<file path="src/rtl/risc_seq_pkg.sv">
// Shared types and constants for the multi-cycle RISC-V control sequencer.
// Latency: n/a (types, constants and a pure decode function only).
// Backpressure: n/a.
package risc_seq_pkg;

    // Sequencer phase encoding (3 bits, IDLE is the reset state).
    typedef enum logic [2:0] {
        S_IDLE      = 3'd0,
        S_FETCH     = 3'd1,
        S_DECODE    = 3'd2,
        S_EXECUTE   = 3'd3,
        S_MEM       = 3'd4,
        S_WRITEBACK = 3'd5,
        S_HALT      = 3'd6
    } state_t;

    // Opcode that stops the core.
    localparam logic [6:0] HALT_OPC_DEF = 7'b1111111;

    // Per-state strobe pattern. mem_phase is later qualified by the latched
    // read/write bits to form mem_rd / mem_wr.
    typedef struct packed {
        logic ir_load;
        logic mem_phase;
        logic reg_we;
        logic halted;
    } strobe_t;

    localparam strobe_t STB_NONE  = strobe_t'(4'b0000);
    localparam strobe_t STB_FETCH = strobe_t'(4'b1000);
    localparam strobe_t STB_MEM   = strobe_t'(4'b0100);
    localparam strobe_t STB_WB    = strobe_t'(4'b0010);
    localparam strobe_t STB_HALT  = strobe_t'(4'b0001);

    function automatic strobe_t state_strobes(input state_t s);
        strobe_t stb;
        stb = STB_NONE;
        case (s)
            S_FETCH:     stb = STB_FETCH;
            S_MEM:       stb = STB_MEM;
            S_WRITEBACK: stb = STB_WB;
            S_HALT:      stb = STB_HALT;
            default:     stb = STB_NONE;
        endcase
        return stb;
    endfunction

endpackage

</file>
<file path="src/rtl/risc_pc_update.sv">
// Next-PC arithmetic: pc + 1, or pc + signed br_off when the branch is taken.
// Latency: combinational, zero cycles.
// Backpressure: none.
// Ports: pc/br_off (PC_W) and take in; next_pc (PC_W) out.
module risc_pc_update #(
    parameter int PC_W = 4
) (
    input  logic [PC_W-1:0] pc,
    input  logic [PC_W-1:0] br_off,
    input  logic            take,
    output logic [PC_W-1:0] next_pc
);

    // Adding a sign-extended offset modulo 2^PC_W is exactly a PC_W-bit add
    // of the two's-complement offset, so no explicit extension is needed.
    assign next_pc = take ? (pc + br_off) : (pc + PC_W'(1));

endmodule

</file>
<file path="src/rtl/risc_sequencer.sv">
// Multi-cycle sequencer owning the PC: FETCH/DECODE/EXECUTE/MEM/WRITEBACK, sticky HALT.
// Latency: FETCH->FETCH 3 (branch/no-write), 4 (ALU), 4+W (store), 5+W (load); HALT 2 after FETCH.
// Backpressure: MEM strobes held until mem_ready is sampled high; nothing else stalls.
// Ports: clk50/rst (async, active-high); opcode, ctl_* and alu_zero/br_off/mem_ready in;
//        pc, ir_load, mem_rd, mem_wr, reg_we, halted out (Moore, decoded from state).
// Option: define RISC_SEQ_PERF_EN to add the 32-bit instret and stall_cnt counter outputs.
module risc_sequencer
    import risc_seq_pkg::*;
#(
    parameter int         PC_W     = 4,
    parameter logic [6:0] HALT_OPC = HALT_OPC_DEF
) (
    input  logic            clk50,
    input  logic            rst,
    input  logic [6:0]      opcode,
    input  logic            ctl_branch,
    input  logic            ctl_mem_read,
    input  logic            ctl_mem_write,
    input  logic            ctl_reg_write,
    input  logic            alu_zero,
    input  logic [PC_W-1:0] br_off,
    input  logic            mem_ready,
    output logic [PC_W-1:0] pc,
    output logic            ir_load,
    output logic            mem_rd,
    output logic            mem_wr,
    output logic            reg_we,
    output logic            halted
`ifdef RISC_SEQ_PERF_EN
    ,
    output logic [31:0]     instret,
    output logic [31:0]     stall_cnt
`endif
);

    state_t          state;
    logic            branch_l, mem_read_l, mem_write_l, reg_write_l;
    logic            take_l;
    logic [PC_W-1:0] off_l;

    logic            take_now;
    logic            take_sel;
    logic [PC_W-1:0] off_sel;
    logic            pc_upd;
    logic [PC_W-1:0] next_pc;
    strobe_t         stb;

    assign take_now = branch_l & alu_zero;

    // The PC may be updated from EXECUTE directly (use live values) or later
    // from MEM/WRITEBACK (use what EXECUTE captured). The offset is captured
    // with take so a late update never depends on br_off outside EXECUTE.
    assign take_sel = (state == S_EXECUTE) ? take_now : take_l;
    assign off_sel  = (state == S_EXECUTE) ? br_off   : off_l;

    assign pc_upd =
        ((state == S_EXECUTE) && !(mem_read_l || mem_write_l) && !reg_write_l) ||
        ((state == S_MEM) && mem_ready && !(mem_read_l && reg_write_l)) ||
        (state == S_WRITEBACK);

    risc_pc_update #(.PC_W(PC_W)) u_pc_update (
        .pc      (pc),
        .br_off  (off_sel),
        .take    (take_sel),
        .next_pc (next_pc)
    );

    always_ff @(posedge clk50 or posedge rst) begin
        if (rst) begin
            state       <= S_IDLE;
            pc          <= '0;
            branch_l    <= 1'b0;
            mem_read_l  <= 1'b0;
            mem_write_l <= 1'b0;
            reg_write_l <= 1'b0;
            take_l      <= 1'b0;
            off_l       <= '0;
        end else begin
            if (pc_upd) begin
                pc <= next_pc;
            end
            case (state)
                S_IDLE:  state <= S_FETCH;
                S_FETCH: state <= S_DECODE;
                S_DECODE: begin
                    branch_l    <= ctl_branch;
                    mem_read_l  <= ctl_mem_read;
                    mem_write_l <= ctl_mem_write;
                    reg_write_l <= ctl_reg_write;
                    state       <= (opcode == HALT_OPC) ? S_HALT : S_EXECUTE;
                end
                S_EXECUTE: begin
                    take_l <= take_now;
                    off_l  <= br_off;
                    if (mem_read_l || mem_write_l) begin
                        state <= S_MEM;
                    end else if (reg_write_l) begin
                        state <= S_WRITEBACK;
                    end else begin
                        state <= S_FETCH;
                    end
                end
                S_MEM: begin
                    if (mem_ready) begin
                        state <= (mem_read_l && reg_write_l) ? S_WRITEBACK : S_FETCH;
                    end
                end
                S_WRITEBACK: state <= S_FETCH;
                S_HALT:      state <= S_HALT;
                default:     state <= S_IDLE;
            endcase
        end
    end

    // Strobes come straight off the state register, so reset clears them
    // asynchronously. A latched read+write pair drives both strobes as-is.
    assign stb     = state_strobes(state);
    assign ir_load = stb.ir_load;
    assign mem_rd  = stb.mem_phase & mem_read_l;
    assign mem_wr  = stb.mem_phase & mem_write_l;
    assign reg_we  = stb.reg_we;
    assign halted  = stb.halted;

`ifdef RISC_SEQ_PERF_EN
    // Neither counter can step in HALT: no PC update and no MEM cycle there.
    always_ff @(posedge clk50 or posedge rst) begin
        if (rst) begin
            instret   <= '0;
            stall_cnt <= '0;
        end else begin
            if (pc_upd) begin
                instret <= instret + 32'd1;
            end
            if ((state == S_MEM) && !mem_ready) begin
                stall_cnt <= stall_cnt + 32'd1;
            end
        end
    end
`endif

endmodule

</file>
<file path="config.mk">
export PLATFORM = sky130hd
export DESIGN_NAME = risc_sequencer
export DESIGN_NICKNAME = d
export VERILOG_FILES = /design/src/rtl/risc_seq_pkg.sv /design/src/rtl/risc_pc_update.sv /design/src/rtl/risc_sequencer.sv
export SDC_FILE = /design/constraint.sdc
export NUM_CORES = 1
export LEC_CHECK = 0
export CORE_MARGIN = 2
export CORE_UTILIZATION = 42
export CTS_CLUSTER_DIAMETER = 150
export DETAILED_ROUTE_END_ITERATION = 12
export PLACE_DENSITY_LB_ADDON = 0.05
export SLEW_MARGIN = 40
export SYNTH_ARGS = -nofsm -noshare
export SYNTH_HDL_FRONTEND = slang
export SYNTH_SLANG_ARGS = --single-unit
</file>
<file path="constraint.sdc">
create_clock -name clk50 -period 2.1 [get_ports clk50]
set_input_delay 0.42 -clock clk50 [delete_from_list [all_inputs] [get_ports clk50]]
set_output_delay 0.42 -clock clk50 [all_outputs]
set_load 0.03 [all_outputs]
</file>
==> results of run 1 <==
worst max-delay path: stages (launching register included):
cell	delay, ps
dfrtp_1	420
nand3b_4	130
mux2_2	360
and2_1	170
ha_4	240
a21oi_2	180
a21boi_0	130
mux2i_1	200
nand4_1	100
final timing paths:
check / startpoint / endpoint / slack (ps)
worst max-delay path: state[0] / pc[3] / 50
worst min-delay path: rst / take_l / 490
worst max register to register: state[0] / pc[3] / 50
worst min register to register: off_l[1] / off_l[1] / 500
max in group asynchronous: rst / reg_write_l / 1200
min in group clk50: off_l[1] / off_l[1] / 500
flip-flops by register name, summed over array words and instances (netlist names):
register	cells
state	3
reg_write_l	1
pc	4
take_l	1
mem_write_l	1
mem_read_l	1
branch_l	1
off_l	4
power by group through the flow:
stage,Combinational (mW),Clock (mW),Sequential (mW)
3_5_place_dp,1.26,0,0.585
5_1_grt,1.50,0.181,0.608
2_1_floorplan,0.763,0,0.645
6_report,1.38,0.162,0.586
4_1_cts,1.26,0.168,0.579
3_3_place_gp,1.23,0,0.577
area by class of cell:
class / count / area, um2
clock buffer: 3 / 22.52
fill: 197 / 798.3
inverter: 3 / 11.26
multi-input combinational: 69 / 609.3
sequential: 16 / 400.4
tap: 28 / 35.03
timing repair buffer: 37 / 335.3
per-stage QoR:
step | instances | worst slack [ps]
final | 156 | 48.11
after global routing | 156 | -45.96
after CTS | 155 | 0.5435
after detailed placement | 152 | -261.5
after global placement | 152 | -217.1
after floorplan | 90 | -31.64
cells by family after synthesis:
logic type | after synthesis | share of synthesized area, %
flip-flops | 16 | 41.08
multiplexers | 12 | 13.61
adder cells (fa/ha/maj) | 4 | 5.905
AND/OR/NAND/NOR | 35 | 21.82
AO/OA/AOI/OAI | 17 | 13.86
XOR/XNOR | 1 | 0.8988
buffers and inverters | 5 | 2.823
cells in the final DEF (no fill, tap or decap), types with 2 or more instances in the layout:
master            n
clkdlybuf4s50_1  22
dfrtp_1          16
nor2_1            8
buf_4             8
mux2_2            7
nand2_1           6
o21ai_0           5
nand4_1           3
inv_1             3
clkbuf_4          3
clkbuf_2          3
nand3_1           2
mux2i_1           2
nand2b_4          2
a21oi_1           2
mux2_4            2
nor3b_1           2
ha_4              2
dlygate4sd2_1     2
buf_6             2
layer usage:
layer	part of all wire, %	wire length (um)
met2	52	1139
met3	4.8	106
met1	42	925
met4	1.3	29
met5	0	0
timing repair:
| item | CTS | global route |
|---|---|---|
| hold endpoints to repair | 0 | 0 |
| cloned | 0 | 0 |
| resized for setup | 7 | 16 |
| endpoints found under the setup margin | 7 | 6 |
| buffers inserted | 0 | 1 |
| pin swaps | 0 | 3 |
==> impl_metrics.toml, run 1 <==
[sta]
skew_ps = 10.49
max-slew-margin-rel_pct = 58.86
worst_pin_slew_ps = 616.4
finalSetupTns_ps = 0
rsz0062_at_grt = "yes"
slew_violations = 0
fmax_mhz = 487.4
min_period_ps = 2052
hold_violations = 0
finalCritPeriodShare_pct = 97.71
hold_ws_ps = 493.4
setup_viol = 0

[power_and_ir_drop]
total_power_mw = 2.128
sequentialPowerShare_pct = 27.5
p_per_area_nw_per_um2 = 1505
p_switching_mw = 0.8927
p_int_mw = 1.235
power_frac_comb_pct = 64.9
sw_frac_of_total_pct = 41.95
pwr-share-clk_pct = 7.6
peakVddDrop_v = 0.0007784
p_leak_nw = 0.6162

[placed_design]
dp.final_hpwl_mm = 1.699
io_buffers = 27
gp_congestion = 0.7414
placed_area_um2 = 1345

[global_routing]
grt_pass1_wl_mm = 3.615
grtUsageMet1_pct = 23.50
overflow = 0
use_met3_pct = 5.143
top_usage_layer = "met2"
grt_start_max_net_pins = 17
grt_use_met2_pct = 29.11
antenna_found_initial = 0
grt_pass1_vias = 807
grt_use_total_pct = 17.83

[final_layout]
utilization_pct = 63.91
drive_above_1_share_pct = 32.03
diodes = 0
nets = 153
post-route-cell-area_um2 = 1414
areaGrowthSynthToFinish_pct = 45.06

[routing]
vias_per_cell = 5.365
ant_nets = 0
wl_per_cell_um = 14.11
num_vias = 837
dr.first_iter.drc_count = 13
drt-pass1-iter-count = 6
wirelength_mm = 2.201
drc = 0

[job]
maxCapViolCount = 0

[floorplanning]
pin_count = 28
die_x_um = 52.18
num_rows = 17
core_region_area_um2 = 2212
die-height_um = 52.18
start_util_pct = 44.06
die-area_um2 = 2722

[logic_synthesis]
synthesis.nets = 113
synth.top_cell.area_share_pct = 41.08
ys_seq_area_share_pct = 41.08
yosys.area.top_type = "dfrtp_1"
synthTopCellsByArea = "dfrtp_1, mux2_2, ha_1, o21ai_0, nor2_1"
syn_inst = 90
synth_cell_types = 37
async_reset_ff_share_pct = 100.0
ys_ff_latch = 16
ys_warn_count = 0
ys.flop_type = "dfrtp_1"
synth_edf_count = 0
postSynthAreaPerCell_um2 = 10.83
syn_area_um2 = 974.7
yosysMostFrequentCell = "dfrtp_1"
synth_top_cells_by_count = "dfrtp_1, mux2_2, nor2_1, nand2_1, o21ai_0"

[hold_path]
hold_path.class = "primary input to async pin"

[clock_tree]
cts_made_buffers = 3
cts.sinks = 16
cts_tree = "built"
clockBufferDepth = 2
cts_htree_levels = 1
cts-root-buf = "clkbuf_4"
clk_pin_slew_ps = 100
insertion_delay_ps = 290
cts_hold_buf = 0

[status]
status = "complete, no violations"

[worst_setup_path]
crit_path_end_kind = "flop"
critPathLaunchType = "flop"
cp.required_ps = 2270
critical_path_class = "flop to flop"
reg2regPathDepth = 8
worstPathArrival_ps = 2220
cp_max_fo = 6
No activity file was read; power rests on OpenSTA's default activity.
==> run 2, diff against run 1 <==
ABC_AREA = 1   (was not set)
CORE_UTILIZATION = 41   (was 42)
==> impl_metrics.toml, run 2 <==
[final_layout]
fin_cells = 182
utilization_pct = 61.59
final_common_cell = "nand2_1"
reg.largest.list = "off_l x4, pc x4, state x3"
diodes = 0
nets = 178
drive_above_1_share_pct = 20.13
final_cell_mix = "nand2_1, clkdlybuf4s50_1, inv_1"
areaGrowthSynthToFinish_pct = 44.52

[global_routing]
grt_use_total_pct = 17.04
grt_pass1_wl_mm = 3.353
grt_start_max_net_pins = 17
overflow = 0
antenna_found_initial = 0
grt_pass1_vias = 777

[worst_setup_path]
crit_path_end_kind = "primary output"
path_cells = "inv_1 -> nand3_1 -> nor2_1 -> dlygate4sd2_1"
slowest_delay_ps = 470
cpMaxStageDelayCell = "dfrtp_2"
cp.required_ps = 1680
critPathLaunchType = "flop"
cp_max_fo = 7
critical_path_class = "flop to primary output"
worstPathArrival_ps = 1530
reg2regPathDepth = 9

[logic_synthesis]
ys_ff_latch = 16
ys_seq_area_share_pct = 43.30
synth_cell_types = 23
synthesis.nets = 138
syn_inst = 115
synth_edf_count = 0
ys.flop_type = "dfrtp_1"
syn_area_um2 = 924.6
synth.top_cell.area_share_pct = 43.30
synthTopCellsByArea = "dfrtp_1, nand2_1, inv_1, nor2_1, nand3_1"
async_reset_ff_share_pct = 100.0
yosys.area.top_type = "dfrtp_1"
postSynthAreaPerCell_um2 = 8.040
ys_warn_count = 0
yosysMostFrequentCell = "nand2_1"
synth_top_cells_by_count = "nand2_1, dfrtp_1, inv_1, nor2_1, nand3_1"

[placed_design]
dp.final_hpwl_mm = 1.447
io_buffers = 27
gp_congestion = 0.8240
dp_slack_ps = -76.84
dp_cells = 172

[sta]
max-slew-margin-rel_pct = 58.69
fmax_mhz = 511.8
min_period_ps = 1954
worst_pin_slew_ps = 618.9
setup_viol = 0
hold_violations = 0
setup_slack_ps = 146.1
finalSetupTns_ps = 0
slew_violations = 0
skew_ps = 8.967
finalCritPeriodShare_pct = 93.04

[power_and_ir_drop]
p_leak_nw = 0.6645
total_power_mw = 1.863
p_per_area_nw_per_um2 = 1394
peakVddDrop_v = 0.0008015

[hold_path]
hold_path.class = "flop to flop"
hold-path-cell-count = 2

[floorplanning]
die_x_um = 51.49
die-height_um = 51.49
die-area_um2 = 2651
num_rows = 17
core_region_area_um2 = 2170
start_util_pct = 42.62
pin_count = 28

[clock_tree]
cts_htree_levels = 1
clk_pin_slew_ps = 100
cts.sinks = 16
cts_hold_buf = 0
cts_tree = "built"
cts_made_buffers = 3
clockBufferDepth = 2
cts-root-buf = "clkbuf_4"
insertion_delay_ps = 290

[routing]
drc = 0
ant_nets = 0
dr.first_iter.drc_count = 20
num_vias = 859
vias_per_cell = 4.720
drt-pass1-iter-count = 4
wirelength_mm = 1.897
wl_per_cell_um = 10.42

[status]
status = "complete, no violations"

[job]
maxCapViolCount = 0
-- run 2: metrics by stage --
stage	area, um2	hold slack [ps]
after floorplan	924.6	333.7
after global placement	1247	463.7
after global routing	1336	522.0
after detailed placement	1247	464.8
final	1336	484.0
after CTS	1277	489.8
-- run 2: cells by family after synthesis --
family	count (synthesis)	synth area share (%)
buffers and inverters	19	7.848
XOR/XNOR	1	0.9474
flip-flops	16	43.30
AO/OA/AOI/OAI	13	7.442
adder cells (fa/ha/maj)	4	6.225
AND/OR/NAND/NOR	62	34.24
-- run 2: critical path: cells and delay by family (launching register included) --
| kind | cells | cell delay [ps] |
|---|---|---|
| flops | 1 | 470 |
| buf+inv | 2 | 480 |
| simple gates | 2 | 290 |
-- run 2: metal layers --
layer  GRT usage, %  share of wire [%]  wire [um]
met5              0                  0          0
met4          6.579                1.2         23
met3          3.736                5.4        103
met2          23.93                 44        843
met1          25.37                 49        926
-- run 2: power breakdown --
part | switching [mW] | leakage [nW] | internal (mW)
clock network | 0.103 | 0.0210 | 0.106
registers | 0.115 | 0.190 | 0.462
logic | 0.610 | 0.454 | 0.467
total | 0.829 | 0.665 | 1.03
-- run 2: repair_timing --
item | CTS | global route
gates resized for setup | 5 | 5
setup buffers | 0 | 6
pin swaps | 0 | 3
setup endpoints to repair | 5 | 5
-- run 2: path summary, 6_finish.rpt --
kind	start	to	slack [ps]
setup / recovery	state[1]	mem_wr	150
hold / removal	branch_l	branch_l	480
setup reg to reg	state[1]	pc[2]	150
hold reg to reg	branch_l	branch_l	480
max in group asynchronous	rst	state[0]	1170
min in group asynchronous	rst	branch_l	490
-- run 2: layout make-up --
| type | count | area (um2) |
|---|---|---|
| Clock buffer | 4 | 36.28 |
| Fill cell | 208 | 833.3 |
| Inverter | 18 | 67.56 |
| Multi-Input combinational cell | 80 | 461.7 |
| Sequential cell | 16 | 404.1 |
| Tap cell | 28 | 35.03 |
| Timing Repair Buffer | 36 | 331.6 |
==> run 3, diff against run 2 <==
CAP_MARGIN = 20   (was not set)
==> results of run 3 <==
Final layout, timing and power as in run 2 (identical DEF).
